$ cat src/rtl/cell_render_pkg.sv
// Shared command/state types and width helpers for the cell render engine.
package cell_render_pkg;

  typedef enum logic [2:0] {
    CMD_NOP     = 3'd0,
    CMD_OUTLINE = 3'd1,
    CMD_CLEAN   = 3'd2,
    CMD_FILL    = 3'd3,
    CMD_ERASE   = 3'd4,
    CMD_CLEAR   = 3'd5
  } cmd_e;

  typedef enum logic [1:0] {
    ST_IDLE = 2'd0,
    ST_SCAN = 2'd1,
    ST_DONE = 2'd2
  } state_e;

  function automatic int max_dim(input int w, input int h);
    return (w > h) ? w : h;
  endfunction

  function automatic int pix_w(input int w, input int h);
    return $clog2(max_dim(w, h)) + 1;
  endfunction

  function automatic int cell_w(input int w, input int h, input int d);
    return $clog2(max_dim(w, h) / d);
  endfunction

endpackage

$ cat src/rtl/cell_render_engine_raster.sv
// 2-D raster counter: loads a rectangle (start/last corners), steps row-major on en.
module raster_counter #(
  parameter int W = 10
) (
  input  logic         iClk,
  input  logic         iResetn,
  input  logic         load,
  input  logic         en,
  input  logic [W-1:0] x_start,
  input  logic [W-1:0] x_last,
  input  logic [W-1:0] y_start,
  input  logic [W-1:0] y_last,
  output logic [W-1:0] x,
  output logic [W-1:0] y,
  output logic         x_first,
  output logic         x_end,
  output logic         y_first,
  output logic         y_end,
  output logic         last
);
  logic [W-1:0] x_lo, x_hi, y_lo, y_hi;

  always_ff @(posedge iClk or negedge iResetn) begin
    if (!iResetn) begin
      x    <= '0;
      y    <= '0;
      x_lo <= '0;
      x_hi <= '0;
      y_lo <= '0;
      y_hi <= '0;
    end else if (load) begin
      x    <= x_start;
      y    <= y_start;
      x_lo <= x_start;
      x_hi <= x_last;
      y_lo <= y_start;
      y_hi <= y_last;
    end else if (en) begin
      if (x_end) begin
        x <= x_lo;
        y <= y + 1'b1;
      end else begin
        x <= x + 1'b1;
      end
    end
  end

  assign x_first = (x == x_lo);
  assign x_end   = (x == x_hi);
  assign y_first = (y == y_lo);
  assign y_end   = (y == y_hi);
  assign last    = x_end & y_end;

endmodule

$ cat src/rtl/cell_render_engine.sv
// Cell-grid pixel stream generator; optional back-pressure via CELL_RENDER_STALL_EN.
// state   | meaning
// IDLE    | ready for a command
// SCAN    | emitting one registered pixel per step; fin_q marks last pixel emitted
// DONE    | oDone pulse, back to IDLE next cycle
module cell_render_engine
  import cell_render_pkg::*;
#(
  parameter int                  SCREEN_WIDTH  = 640,
  parameter int                  SCREEN_HEIGHT = 480,
  parameter int                  CELL_DIM      = 5,
  parameter int                  COLOUR_W      = 3,
  parameter logic [COLOUR_W-1:0] CURSOR_COLOUR = 3'b110,
  parameter logic [COLOUR_W-1:0] GRID_COLOUR   = 3'b000,
  parameter logic [COLOUR_W-1:0] BG_COLOUR     = 3'b111,
  localparam int PIX_W  = pix_w(SCREEN_WIDTH, SCREEN_HEIGHT),
  localparam int CELL_W = cell_w(SCREEN_WIDTH, SCREEN_HEIGHT, CELL_DIM)
) (
  input  logic                iClk,
  input  logic                iResetn,
  input  logic                iCmdValid,
  output logic                oCmdReady,
  input  logic [2:0]          iCmd,
  input  logic [CELL_W-1:0]   iX_cell,
  input  logic [CELL_W-1:0]   iY_cell,
  input  logic [COLOUR_W-1:0] iColour,
`ifdef CELL_RENDER_STALL_EN
  input  logic                iPixelReady,
`endif
  output logic [PIX_W-1:0]    oX_pixel,
  output logic [PIX_W-1:0]    oY_pixel,
  output logic [COLOUR_W-1:0] oColour,
  output logic                oPlot,
  output logic                oDone
);
  localparam int               PH_W   = $clog2(CELL_DIM);
  localparam int               COLS   = SCREEN_WIDTH / CELL_DIM;
  localparam int               ROWS   = SCREEN_HEIGHT / CELL_DIM;
  localparam logic [PIX_W-1:0] DIM    = PIX_W'(CELL_DIM);
  localparam logic [PIX_W-1:0] DIM_M1 = PIX_W'(CELL_DIM - 1);
  localparam logic [PIX_W-1:0] DIM_M2 = PIX_W'(CELL_DIM - 2);
  localparam logic [PIX_W-1:0] ONE    = PIX_W'(1);
  localparam logic [PH_W-1:0]  PH_LAST = PH_W'(CELL_DIM - 1);

  state_e                state_q, state_d;
  logic                  adv, ld, step, fin_q, in_range, no_pix;
  logic                  outline_q, clear_q, grid;
  logic [COLOUR_W-1:0]   colour_q, colour_in;
  logic [PIX_W-1:0]      base_x, base_y, xs, xl, ys, yl, cnt_x, cnt_y;
  logic                  x_first, x_end, y_first, y_end, cnt_last;
  logic [PH_W-1:0]       ph_x, ph_y;

`ifdef CELL_RENDER_STALL_EN
  assign adv = iPixelReady;
`else
  assign adv = 1'b1;
`endif

  assign oCmdReady = (state_q == ST_IDLE);
  assign oDone     = (state_q == ST_DONE);

  // Rectangle and colour for the incoming command, evaluated only at accept.
  always_comb begin
    base_x    = PIX_W'(iX_cell) * DIM;
    base_y    = PIX_W'(iY_cell) * DIM;
    in_range  = (32'(iX_cell) < COLS) && (32'(iY_cell) < ROWS);
    xs        = base_x;
    ys        = base_y;
    xl        = base_x + DIM_M1;
    yl        = base_y + DIM_M1;
    no_pix    = 1'b0;
    colour_in = GRID_COLOUR;
    case (iCmd)
      CMD_OUTLINE, CMD_CLEAN: begin
        no_pix    = !in_range;
        colour_in = (iCmd == CMD_OUTLINE) ? CURSOR_COLOUR : GRID_COLOUR;
      end
      CMD_FILL, CMD_ERASE: begin
        xs        = base_x + ONE;
        ys        = base_y + ONE;
        xl        = base_x + DIM_M2;
        yl        = base_y + DIM_M2;
        no_pix    = !in_range;
        colour_in = (iCmd == CMD_FILL) ? iColour : BG_COLOUR;
      end
      CMD_CLEAR: begin
        xs = '0;
        ys = '0;
        xl = PIX_W'(SCREEN_WIDTH - 1);
        yl = PIX_W'(SCREEN_HEIGHT - 1);
      end
      default: no_pix = 1'b1;
    endcase
  end

  always_comb begin
    state_d = state_q;
    ld      = 1'b0;
    step    = 1'b0;
    case (state_q)
      ST_IDLE: if (iCmdValid) begin
        ld      = 1'b1;
        state_d = ST_SCAN;
      end
      ST_SCAN: if (adv) begin
        if (fin_q) state_d = ST_DONE;
        else       step    = 1'b1;
      end
      ST_DONE: state_d = ST_IDLE;
      default: state_d = ST_IDLE;
    endcase
  end

  always_ff @(posedge iClk or negedge iResetn) begin
    if (!iResetn) state_q <= ST_IDLE;
    else          state_q <= state_d;
  end

  raster_counter #(.W(PIX_W)) u_raster (
    .iClk    (iClk),
    .iResetn (iResetn),
    .load    (ld),
    .en      (step),
    .x_start (xs),
    .x_last  (xl),
    .y_start (ys),
    .y_last  (yl),
    .x       (cnt_x),
    .y       (cnt_y),
    .x_first (x_first),
    .x_end   (x_end),
    .y_first (y_first),
    .y_end   (y_end),
    .last    (cnt_last)
  );

  assign grid = (ph_x == '0) || (ph_x == PH_LAST) || (ph_y == '0) || (ph_y == PH_LAST);

  always_ff @(posedge iClk or negedge iResetn) begin
    if (!iResetn) begin
      fin_q     <= 1'b0;
      outline_q <= 1'b0;
      clear_q   <= 1'b0;
      colour_q  <= BG_COLOUR;
      ph_x      <= '0;
      ph_y      <= '0;
      oX_pixel  <= '0;
      oY_pixel  <= '0;
      oColour   <= BG_COLOUR;
      oPlot     <= 1'b0;
    end else if (ld) begin
      fin_q     <= no_pix;
      outline_q <= (iCmd == CMD_OUTLINE) || (iCmd == CMD_CLEAN);
      clear_q   <= (iCmd == CMD_CLEAR);
      colour_q  <= colour_in;
      ph_x      <= '0;
      ph_y      <= '0;
    end else if (step) begin
      fin_q    <= cnt_last;
      oX_pixel <= cnt_x;
      oY_pixel <= cnt_y;
      oPlot    <= outline_q ? (x_first | x_end | y_first | y_end) : 1'b1;
      oColour  <= !clear_q ? colour_q : (grid ? GRID_COLOUR : BG_COLOUR);
      // Phase counters stand in for x/y mod CELL_DIM during CLEAR.
      if (x_end) begin
        ph_x <= '0;
        ph_y <= (ph_y == PH_LAST) ? '0 : ph_y + 1'b1;
      end else begin
        ph_x <= (ph_x == PH_LAST) ? '0 : ph_x + 1'b1;
      end
    end else if (adv) begin
      oPlot <= 1'b0;
    end
  end

endmodule

$ cat config.mk
export PLATFORM = sky130hd
export DESIGN_NAME = cell_render_engine
export DESIGN_NICKNAME = d
export VERILOG_FILES = /design/src/rtl/cell_render_pkg.sv /design/src/rtl/cell_render_engine_raster.sv /design/src/rtl/cell_render_engine.sv
export SDC_FILE = /design/constraint.sdc
export NUM_CORES = 1
export LEC_CHECK = 0
export CORE_UTILIZATION = 35
export DETAILED_ROUTE_END_ITERATION = 12
export SLEW_MARGIN = 10
export SYNTH_ARGS = -nofsm -noshare
export SYNTH_HDL_FRONTEND = slang
export SYNTH_SLANG_ARGS = --single-unit
export TNS_END_PERCENT = 50
$ cat constraint.sdc
create_clock -name iClk -period 5.8 [get_ports iClk]
set_input_delay 0.58 -clock iClk [delete_from_list [all_inputs] [get_ports iClk]]
set_output_delay 0.58 -clock iClk [all_outputs]
set_load 0.03 [all_outputs]
* Word level (Yosys, flattened, before mapping)
Cells that the tools add are included.
Storage, ports and cells: word-level logic and storage cells 101, register bits 106
Cells by class: add/subtract/negate cells 10, $mul 2, muxes and demuxes 35, order comparisons 1, bitwise operators 5, eq/ne operators 15, reduce and logical (&&, ||, !) cells 16
Operator list (number):
- $pmux W11 S2 | 4
- $mux W11 | 6
- $eq A11 B11 Y1 | 4
- $mux W3 | 12
- $add A10 B1 Y11 const B | 2
- $add A10 B2 Y11 const B | 2
- $add A10 B3 Y11 const B | 2
- $add A11 B1 Y11 const B | 2
- $mul A7 B3 Y10 const B | 2
- $eq A3 B3 Y1 const B | 4
- $mux W1 | 8
- $lt A7 B7 Y1 const B | 1
- $add A3 B1 Y3 const B | 2
- $eq A3 B2 Y1 const B | 2
- $logic_not A3 Y1 | 2
- $pmux W3 S2 | 1
- $reduce_and A2 Y1 | 3
- $logic_or A1 B1 Y1 | 4
- $mux W2 | 2
- $ne A2 B2 Y1 const B | 2
- $pmux W2 S2 | 1
- $reduce_bool A2 Y1 | 2
- $reduce_or A2 Y1 | 2
- $reduce_or A4 Y1 | 1
- other kinds (9) | 11

* Depth between registers and ports, before layout
Gate-level depths: netlist (run 1).
word-level depth 6, mapped depth 10, depth with buffers taken out 10

* Hierarchy
A second synthesis (run 1) with hierarchy kept.
Second synthesis, totals: cells, all modules 784, area total of the unflattened synthesis 7126.8 µm²
Modules (own cells, without submodules):
- raster_counter | area each 3697.3 µm², cells each 343, sequential area each 1651.6 µm², times used 1
- cell_render_engine | area each 3429.5 µm², cells each 441, sequential area each 1008.5 µm², times used 1

* Worst setup path before layout (run 1)
OpenSTA, ideal clock, no wires.
kind input port to flip-flop, start input iX_cell[1], end register u_raster.x[9], setup time 66 ps, arrival 2831 ps, cell stages on the path 10, required time 5734 ps, slack 2903 ps, path through ha_1 ha_1 inv_1 fa_1 nand3b_1 a211oi_1 o21ai_0 or4_1 nor2_1 o32a_1
Between the ends: longest elaborated chain between the ends 4
Ends and longest elaborated chain:
- start: declaration | RTL line cell_render_engine.sv:24 | input logic [CELL_W-1:0] iX_cell,
- $mul A7 B3 Y10 (*) | RTL line cell_render_engine.sv:64 | base_x = PIX_W'(iX_cell) * DIM;
- $add A10 B1 Y11 | RTL line cell_render_engine.sv:79 | xs = base_x + ONE;
- $pmux W11 S2 (*) | RTL line cell_render_engine.sv:73 | case (iCmd)
- $mux W11 (*) | RTL line cell_render_engine_raster.sv:31 | end else if (load) begin
- end signal: assignment | RTL line cell_render_engine_raster.sv:32 | x <= x_start;
- end signal: assignment | RTL line cell_render_engine_raster.sv:40 | x <= x_lo;
- end signal: assignment | RTL line cell_render_engine_raster.sv:43 | x <= x + 1'b1;
- end: declaration | RTL line cell_render_engine_raster.sv:13 | output logic [W-1:0] x,
Every way passes the cells marked *; elsewhere a longest branch is shown, timed or not. A chain may end at the register's enable or synchronous reset.

* Final worst setup path (run 1)
start input iY_cell[1], end register u_raster.y[6]
Between the ends: longest elaborated chain between the ends 4
Ends and longest elaborated chain:
- start: declaration | RTL line cell_render_engine.sv:25 | input logic [CELL_W-1:0] iY_cell,
- $mul A7 B3 Y10 (*) | RTL line cell_render_engine.sv:65 | base_y = PIX_W'(iY_cell) * DIM;
- $add A10 B1 Y11 | RTL line cell_render_engine.sv:80 | ys = base_y + ONE;
- $pmux W11 S2 (*) | RTL line cell_render_engine.sv:73
- $mux W11 (*) | RTL line cell_render_engine_raster.sv:31
- end signal: assignment | RTL line cell_render_engine_raster.sv:33 | y <= y_start;
- end signal: assignment | RTL line cell_render_engine_raster.sv:41 | y <= y + 1'b1;
- end: declaration | RTL line cell_render_engine_raster.sv:14 | output logic [W-1:0] y,
Marked as above.

==> flow_summary_export.csv, run 1 <==
group,metric,value,unit
placed_design,placed_cell_area,7380,um2
yosys,synthFlopType,"dfrtp_1",
global_routing,gr-total-overflow,0,
floorplanning,die_area,20000,um2
global_routing,grt_pass1_vias,4970,
global_routing,antenna_found_initial,1,
floorplanning,initial_utilization,0.361,
yosys,synth_seq_area_share,0.392,
sta,timing.final.crit_share,0.607,
run_status,status,"completed",
power_and_ir_drop,power,3.73,mW
floorplanning,fp.dieH,141,um
sta,grt_setup_unrepaired,"false",
routing,drc,0,
routing,dr.pass1.iters,4,
power_and_ir_drop,power_leakage,3.26,nW
cts,ctsResizeCount,0,
cts,cts_tree,"done",
routing,ant_nets,0,
cts,path_clk_slew,0.07,ns
setup_path,cp.required,6.01,ns
cells_and_area,final_nets,816,
sta,relSlewSlack,0.339,
yosys,syn_inst,743,
cts,clkSinkCount,106,
yosys,ys_top_cells_by_area,"dfrtp_1 37%, ha_1 6.1%, nand2_1 6.0%",
routing,dr_total_vias,5249,
setup_path,startpoint_type,"input pin",
floorplanning,ios,51,
sta,setup_violations,0,
cells_and_area,syn_to_final_growth,13.8,%
sta,tns,0,ns
global_routing,grt_max_degree,65,
yosys,yosysTopAreaCell,"dfrtp_1",
global_routing,grt_pass1_wl,27300,um
routing,via_per_inst,5.13,
floorplanning,dieWidth,141,um
flow_run,max_cap_violations,0,
setup_path,critical_path_class,"input pin to flop",
setup_path,crit_path_max_fanout,9,
yosys,syn-num-nets,801,
sta,finalHoldViolations,0,
cts,cts-htree-levels,3,
setup_path,critPathBufInv,1,
placed_design,port-buffer-count,50,
cells_and_area,n_fill_cell,1934,
sta,max_freq,0.284,GHz
yosys,synth_most_common_cell,"nand2_1",
cts,post-cts-setup-buffers,0,
sta,skew,0.00470,ns
routing,avgRoutedWirePerCell,16.1,um
cts,postCtsHoldBufs,0,
power_and_ir_drop,ir_worst_vdd,0.156,mV
placed_design,gp_congestion,0.843,
cells_and_area,layoutNonFillerInstCount,1024,
cts,insertion_delay,0.35,ns
yosys,synthArstFlopShare,1.00,
yosys,synth_edf_count,0,
cells_and_area,drive_gt1_frac,0.0695,
yosys,netlist_top_cells_count,"108 x nand2_1, 100 x dfrtp_1, 57 x nor2_1",
floorplanning,rows,50,
yosys,synth_warnings,0,
cells_and_area,fin_area,7720,um2
yosys,synth_top_area_frac,0.369,
setup_path,crit_chain,"clkdlybuf4s50_1 -> ha_1 -> ha_1 -> fa_1 -> xor2_1 -> nand4_1 -> xor3_1 -> a32oi_1 -> a22o_1 -> a22oi_1",
routing,drt-total-wl,16500,um
sta,tightest_slew,0.988,ns
cts,numCtsBuffers,9,
routing,drt_iter0_markers,437,
yosys,syn_area_per_cell,9.14,um2
setup_path,worstSetupEndpointType,"flop",
sta,setup_slack,2.28,ns
cts,clockBufferDepth,2,
power_and_ir_drop,power-per-cell-area,483,nW/um2
setup_path,max_stage_delay,0.65,ns
yosys,synth_seq_cells,106,
placed_design,dp_hpwl,11900,um
floorplanning,core_area,18800,um2
setup_path,crit_arrival,3.73,ns
sta,fin_crit,3.52,ns
setup_path,cp_top_family,"adder cells",
yosys,synth_cell_types,81,
setup_path,crit_top_cell,"ha_1",
sta,slew_violations,0,
placed_design,dp.cells,1007,
cts,cts-root-buf,"clkbuf_16",
min_path,hold_path.class,"input pin to asynchronous set/reset pin",
placed_design,dp_slack,1.98,ns
global_routing,track_usage,0.174,
setup_path,worst_path_max_delay_cell,"clkdlybuf4s50_1",
yosys,netlist_area,6790,um2
==> final timing paths <==
path	start	to	slack, ns	cells past startpoint
worst max register to register	u_raster.x[5]	u_raster.y[7]	3.16	6
worst max-delay path	iY_cell[1]	u_raster.y[6]	2.28	10
min in group iClk	oX_pixel[1]	oX_pixel[1]	0.47	2
worst min-delay path	iResetn	u_raster.x_hi[7]	0.21	1
max in group asynchronous	iResetn	oY_pixel[8]	4.37	2
worst min register to register	oX_pixel[1]	oX_pixel[1]	0.47	2
==> logic make-up after synthesis <==
family                   synth area share
AND/OR/NAND/NOR                     0.204
AO/OA/AOI/OAI                       0.174
flip-flops                          0.392
XOR/XNOR                            0.101
buffers and inverters              0.0546
adder cells (fa/ha/maj)            0.0667
multiplexers                      0.00756
==> layout by cell type, fill, tap and decap left out, types with 5 or more instances in the layout <==
master           instances
a211oi_1                 6
a21oi_1                 47
a31oi_1                 10
and2_1                   7
and3_1                   7
buf_4                    6
clkbuf_16                9
clkdlybuf4s50_1         49
dfrtp_1                100
dfstp_2                  6
ha_1                    33
inv_1                   24
nand2_1                108
nand2b_1                 5
nand3_1                 22
nand4_1                 11
nor2_1                  57
nor3_1                  12
nor3b_1                  5
o211ai_1                 6
o21a_1                   5
o21ai_0                 28
o22a_1                  13
xnor2_1                 32
xor2_1                  42
==> stage by stage <==
step                      hold WS (ns)  utilization
final                            0.210        0.410
after global routing             0.251        0.410
after CTS                        0.219        0.410
after detailed placement         0.466        0.392
after global placement           0.462        0.392
after floorplan                  0.284            -
==> sequential cells by signal (all words and copies together) (netlist names), 2 cells and up <==
register       count
oX_pixel          11
oY_pixel          11
u_raster.x        11
u_raster.x_hi     11
u_raster.x_lo     11
u_raster.y        11
u_raster.y_hi     11
u_raster.y_lo     11
colour_q           3
oColour            3
ph_x               3
ph_y               3
state_q            2
==> area by class of cell <==
type | count | area (um2) | area share
Multi-Input combinational cell | 562 | 3770 | 0.488
Clock inverter | 7 | 116 | 0.0151
Timing Repair Buffer | 55 | 536 | 0.0693
Tap cell | 260 | 325 | 0.0421
Sequential cell | 106 | 2660 | 0.344
Inverter | 24 | 90.1 | 0.0117
Clock buffer | 9 | 225 | 0.0292
Antenna cell | 1 | 2.50 | 0.000324
==> worst reg2reg max path, cell delays in order, from the launching register on <==
cell and delay [ns]:
dfrtp_1 0.60, xor2_1 0.17, nor4_4 0.37, nand4_4 0.45, nor4_4 0.58, nand4_1 0.20, a31oi_1 0.19
==> where the power goes <==
| part | internal (mW) | total (mW) | leakage (nW) | switching [mW] |
|---|---|---|---|---|
| sequential | 1.06 | 1.40 | 1.27 | 0.346 |
| combinational | 0.680 | 1.63 | 1.82 | 0.952 |
| clock | 0.422 | 0.695 | 0.166 | 0.273 |
| total | 2.16 | 3.73 | 3.26 | 1.57 |
==> layer usage <==
layer / share of wire / vias up / global-route usage
met3: 0.037 / 13 / 0.0196
met4: 0.014 / 0 / 0.0589
li1: - / 2640 / -
met1: 0.53 / 2507 / 0.264
met5: 0 / - / 0
met2: 0.42 / 89 / 0.255
(Power assumes the default switching activity.)
==> run 2, diff against run 1 <==
==> constraint.sdc (replaced) <==
create_clock -name iClk -period 3.65 [get_ports iClk]
set_input_delay 0.365 -clock iClk [delete_from_list [all_inputs] [get_ports iClk]]
set_output_delay 0.365 -clock iClk [all_outputs]
set_load 0.03 [all_outputs]
==> run 2 against run 1 <==
  * Clock power up 35%
  * Clock-buffer cell count unchanged
  * Cell area up 0.78%
  * Non-clock buffer count up 14
  * Utilization up 0.32 points
  * Routed wire length down 0.30%
  * Combinational power up 63%
  * Clock skew up 0.0024 ns
  * Final cell count up 1.3%
  * Die area unchanged
==> flow_summary_export.csv, run 2 (synthesis gave the netlist of run 1 again) <==
group,metric,value,unit
run_status,status,"completed",
floorplanning,initial_utilization,0.361,
sta,finalHoldViolations,0,
routing,drt-total-wl,16400,um
cts,insertion_delay,0.35,ns
cells_and_area,regArea,2660,um2
floorplanning,die_area,20000,um2
setup_path,crit_top_cell,"ha_1",
sta,skew,0.00708,ns
sta,slew_violations,0,
setup_path,startpoint_type,"input pin",
sta,fin_crit,3.04,ns
sta,tns,0,ns
power_and_ir_drop,ir_worst_vdd,0.324,mV
min_path,hold_path.class,"input pin to asynchronous set/reset pin",
placed_design,dp_hpwl,12100,um
cts,path_clk_slew,0.08,ns
sta,tightest_slew,0.804,ns
routing,avgRoutedWirePerCell,15.8,um
setup_path,cp_top_family,"adder cells",
sta,grt_setup_unrepaired,"false",
cells_and_area,layout_commonest_cell,"nand2_1",
floorplanning,ios,51,
placed_design,gp_congestion,0.841,
cells_and_area,final_nets,830,
cts,cts_tree,"done",
power_and_ir_drop,power-per-cell-area,747,nW/um2
routing,drc,0,
global_routing,antenna_found_initial,0,
cts,numCtsBuffers,9,
cts,cts-htree-levels,3,
cells_and_area,drive_gt1_frac,0.0862,
global_routing,grt_pass1_vias,4857,
global_routing,grt_pass1_wl,26900,um
cts,post-cts-setup-buffers,0,
sta,timing.final.crit_share,0.832,
setup_path,startpoint,"iY_cell[1]",
floorplanning,dieWidth,141,um
setup_path,crit_chain,"clkdlybuf4s50_1 -> ha_1 -> ha_1 -> fa_1 -> xor2_1 -> nand4_1 -> xor3_1 -> a32oi_1 -> a22o_1 -> a22oi_1",
routing,dr_total_vias,5331,
setup_path,crit_arrival,3.25,ns
floorplanning,core_area,18800,um2
setup_path,r2r-end,"u_raster.x[9]",
flow_run,max_cap_violations,0,
cts,ctsResizeCount,0,
cells_and_area,antenna_cells,0,
floorplanning,fp.dieH,141,um
global_routing,grt_max_degree,46,
setup_path,critPathBufInv,1,
sta,relSlewSlack,0.464,
power_and_ir_drop,power,5.81,mW
placed_design,port-buffer-count,50,
sta,max_freq,0.329,GHz
setup_path,cp_num_cells,10,
cts,clockBufferDepth,2,
sta,setup_violations,0,
cts,postCtsHoldBufs,0,
setup_path,cp.required,3.86,ns
sta,whs,0.0232,ns
routing,via_per_inst,5.14,
setup_path,worst_path_max_delay_cell,"a32oi_1",
setup_path,worstSetupEndpointType,"flop",
setup_path,critical_path_class,"input pin to flop",
routing,dr.pass1.iters,5,
cells_and_area,multi_input_area,3770,um2
floorplanning,rows,50,
cells_and_area,syn_to_final_growth,14.7,%
setup_path,r2r.worst_path.cells,5,
routing,ant_nets,0,
setup_path,r2r-start,"state_q[1]",
power_and_ir_drop,power_leakage,3.30,nW
setup_path,max_stage_delay,0.43,ns
setup_path,crit_path_max_fanout,4,
global_routing,gr-total-overflow,0,
cts,clkSinkCount,106,
routing,drt_iter0_markers,408,
cells_and_area,n_fill_cell,1883,
cts,cts-root-buf,"clkbuf_16",
setup_path,r2r_slack,1.28,ns
global_routing,track_usage,0.171,
cells_and_area,final_cell_mix,"108 x nand2_1, 100 x dfrtp_1, 57 x nor2_1",
setup_path,cp-endpoint,"u_raster.y[6]",
[run 2: changes by cell type in the layout (fill, tap and decap cells not counted), moves of 2 or more]
cell,change
buf_4,+13
bufinv_16,-3
clkinv_2,-2
clkinv_4,+2
[run 2: report_power, final]
group	total, mW	switching [mW]	internal, mW
registers	2.22	0.539	1.68
clock network	0.938	0.462	0.475
logic	2.66	1.54	1.12
total	5.81	2.54	3.27
[run 2: metal layers]
| metal | GRT usage | up-vias | wire length, um |
|---|---|---|---|
| met3 | 0.0213 | 13 | 675 |
| met5 | 0 | - | 0 |
| met1 | 0.267 | 2523 | 8680 |
| li1 | - | 2680 | - |
| met4 | 0.0503 | 0 | 199 |
| met2 | 0.244 | 115 | 6860 |
[run 2: worst register-to-register path, delay by kind of cell (launching register included)]
family	cells	cell delay, ns
flip-flops	1	0.45
AND/OR/NAND/NOR	3	1.25
AO/OA/AOI/OAI	2	0.55
[run 2: worst min path at each step]
stage / to / cells past startpoint
6_report: u_raster.x_hi[4] / 1
2_1_floorplan: clear_q / 0
5_1_grt: oX_pixel[8] / 1
3_5_place_dp: u_raster.x_hi[4] / 1
3_3_place_gp: u_raster.x_hi[4] / 1
4_1_cts: oX_pixel[8] / 1
[run 2: area by class of cell]
class                           count  area share
Clock buffer                        9      0.0289
Sequential cell                   106       0.342
Multi-Input combinational cell    562       0.484
Tap cell                          260      0.0418
Timing Repair Buffer               69      0.0839
Inverter                           24      0.0116
Clock inverter                      7     0.00788
[run 2: stage by stage]
stage | area, um2 | utilization | cells | setup WS (ns)
after floorplan | 6790 | - | 743 | 0.968
after global placement | 7500 | 0.398 | 1021 | 0.269
after detailed placement | 7500 | 0.398 | 1021 | 0.241
after CTS | 7780 | 0.413 | 1037 | 0.586
after global routing | 7780 | 0.413 | 1037 | 0.450
final | 7780 | 0.413 | 1037 | 0.613
==> run 3, diff against run 2 <==
==> constraint.sdc (replaced) <==
create_clock -name iClk -period 2.9 [get_ports iClk]
set_input_delay 0.29 -clock iClk [delete_from_list [all_inputs] [get_ports iClk]]
set_output_delay 0.29 -clock iClk [all_outputs]
set_load 0.03 [all_outputs]
==> run 3 against run 2 <==
  * Final cell count increased by 4.3%
  * Critical path depth decreased by 1
  * Utilization grew 2.2 points
  * Highest routed layer unchanged
==> flow_summary_export.csv, run 3 (synthesis gave the netlist of run 1 again) <==
group,metric,value,unit
placed_design,gp_congestion,0.798,
global_routing,grt_pass1_vias,5163,
setup_path,cp.required,3.19,ns
setup_path,r2r-start,"u_raster.x[5]",
power_and_ir_drop,switching_share,0.421,
floorplanning,die_area,20000,um2
placed_design,port-buffer-count,50,
sta,grt_setup_unrepaired,"false",
min_path,hold_path.class,"input pin to asynchronous set/reset pin",
placed_design,dp_hpwl,12200,um
routing,drt_iter0_markers,308,
floorplanning,core_area,18800,um2
floorplanning,rows,50,
setup_path,crit_path_max_fanout,3,
sta,fin_crit,2.72,ns
floorplanning,ios,51,
setup_path,r2r-end,"u_raster.x[0]",
setup_path,startpoint_type,"input pin",
sta,slew_violations,0,
sta,setup_slack,0.178,ns
placed_design,dp_slack,-0.268,ns
sta,max_freq,0.367,GHz
sta,timing.final.crit_share,0.939,
sta,setup_violations,0,
floorplanning,initial_utilization,0.361,
power_and_ir_drop,power_leakage,3.54,nW
routing,avgRoutedWirePerCell,15.3,um
cells_and_area,final_nets,875,
cells_and_area,drive_gt1_frac,0.137,
power_and_ir_drop,ir_worst_vdd,0.409,mV
routing,via_per_inst,5.06,
power_and_ir_drop,combPwrFrac,0.463,
setup_path,critical_path_class,"input pin to flop",
cts,path_clk_slew,0.07,ns
power_and_ir_drop,p_int,4.41,mW
power_and_ir_drop,power-per-cell-area,929,nW/um2
cts,clkSinkCount,106,
power_and_ir_drop,p_switching,3.20,mW
cells_and_area,final_cell_mix,"108 x nand2_1, 100 x dfrtp_1, 61 x buf_4",
power_and_ir_drop,clock_power_share,0.175,
global_routing,grt_max_degree,72,
run_status,status,"completed",
cells_and_area,syn_to_final_growth,20.8,%
setup_path,r2r.worst_path.cells,7,
sta,relSlewSlack,0.629,
routing,drt-total-wl,16600,um
sta,skew,0.00527,ns
routing,ant_nets,0,
cts,insertion_delay,0.35,ns
cts,cts-root-buf,"clkbuf_16",
sta,finalHoldViolations,0,
setup_path,worstSetupEndpointType,"flop",
global_routing,grt_pass1_wl,27400,um
routing,drc,0,
cts,cts-htree-levels,3,
cts,cts_tree,"done",
flow_run,max_cap_violations,0,
routing,dr.pass1.iters,6,
cells_and_area,antenna_cells,0,
global_routing,antenna_found_initial,0,
cts,clockBufferDepth,2,
cts,numCtsBuffers,9,
setup_path,crit_arrival,3.01,ns
global_routing,gr-total-overflow,0,
floorplanning,dieWidth,141,um
cells_and_area,layout_commonest_cell,"nand2_1",
global_routing,track_usage,0.174,
routing,dr_total_vias,5475,
sta,tightest_slew,0.551,ns
setup_path,r2r_slack,0.57,ns
cells_and_area,utilization,0.435,
floorplanning,fp.dieH,141,um
power_and_ir_drop,seq_power_share,0.363,
==> run 3: cell types whose count changed in the layout (fill, tap and decap cells not counted), sizes merged <==
cell         previous run  this run
clkinv                  2         0
buf                    20        64
inv                    27        26
bufinv                  0         2
clkinvlp                2         3
dlygate4sd3             0         1
==> run 3: worst max-delay path by stage <==
stage,end,start,slack [ns]
after floorplan,u_raster.x[9],iX_cell[1],0.29
after global placement,u_raster.y[7],iY_cell[1],-0.17
after detailed placement,u_raster.x[7],iX_cell[1],-0.27
after CTS,u_raster.x[7],iX_cell[1],0.10
after global routing,u_raster.x[9],iX_cell[1],0.01
final,u_raster.x[9],iX_cell[2],0.18
==> run 3: stage by stage <==
step	instances	hold slack [ns]	setup TNS, ns	power, mW	cell area, um2
after floorplan	743	-0.00559	0	5.14	6790
after global placement	1063	0.293	-1.53	6.25	7840
after detailed placement	1063	0.290	-2.55	6.32	7840
after CTS	1080	0.462	0	7.66	8170
after global routing	1082	0.493	0	8.17	8200
final	1082	0.445	0	7.62	8200
==> run 3: what timing repair did <==
item / CTS / global route
endpoints found under the hold margin: 35 / 0
setup buffers: 0 / 2
hold buffers: 1 / 0
endpoints found under the setup margin: 0 / 4
resized for setup: 0 / 3
==> run 3: final cells by class <==
| type | instances | area [um2] |
|---|---|---|
| clock buffer | 9 | 225 |
| multi-input combinational | 562 | 3780 |
| clock inverter | 7 | 100 |
| timing repair buffer | 114 | 1020 |
| inverter | 24 | 90.1 |
| fill | 1875 | 10600 |
| sequential | 106 | 2660 |
| tap | 260 | 325 |
==> run 3: routing by layer <==
layer  vias to the layer above  GRT usage  routed length [um]
met5                         -          0                   0
met4                         0     0.0509                 226
met3                        15     0.0192                 485
met2                        88      0.258                7170
met1                      2609      0.264                8730
li1                       2763          -                   -
==> run 3: critical path: stages <==
cell and delay [ns]:
clkdlybuf4s50_1 0.43, ha_1 0.33, ha_1 0.29, a211o_1 0.36, a2111oi_4 0.34, a311oi_2 0.10, or4_1 0.60, nor2_2 0.12
o32a_1 0.14
==> run 3: power by group through the flow <==
stage	registers [mW]	logic, mW	clock network (mW)
6_report	2.76	3.52	1.33
5_1_grt	2.87	3.89	1.41
4_1_cts	2.76	3.54	1.36
3_5_place_dp	2.79	3.53	0
3_3_place_gp	2.78	3.48	0
2_1_floorplan	2.78	2.36	0
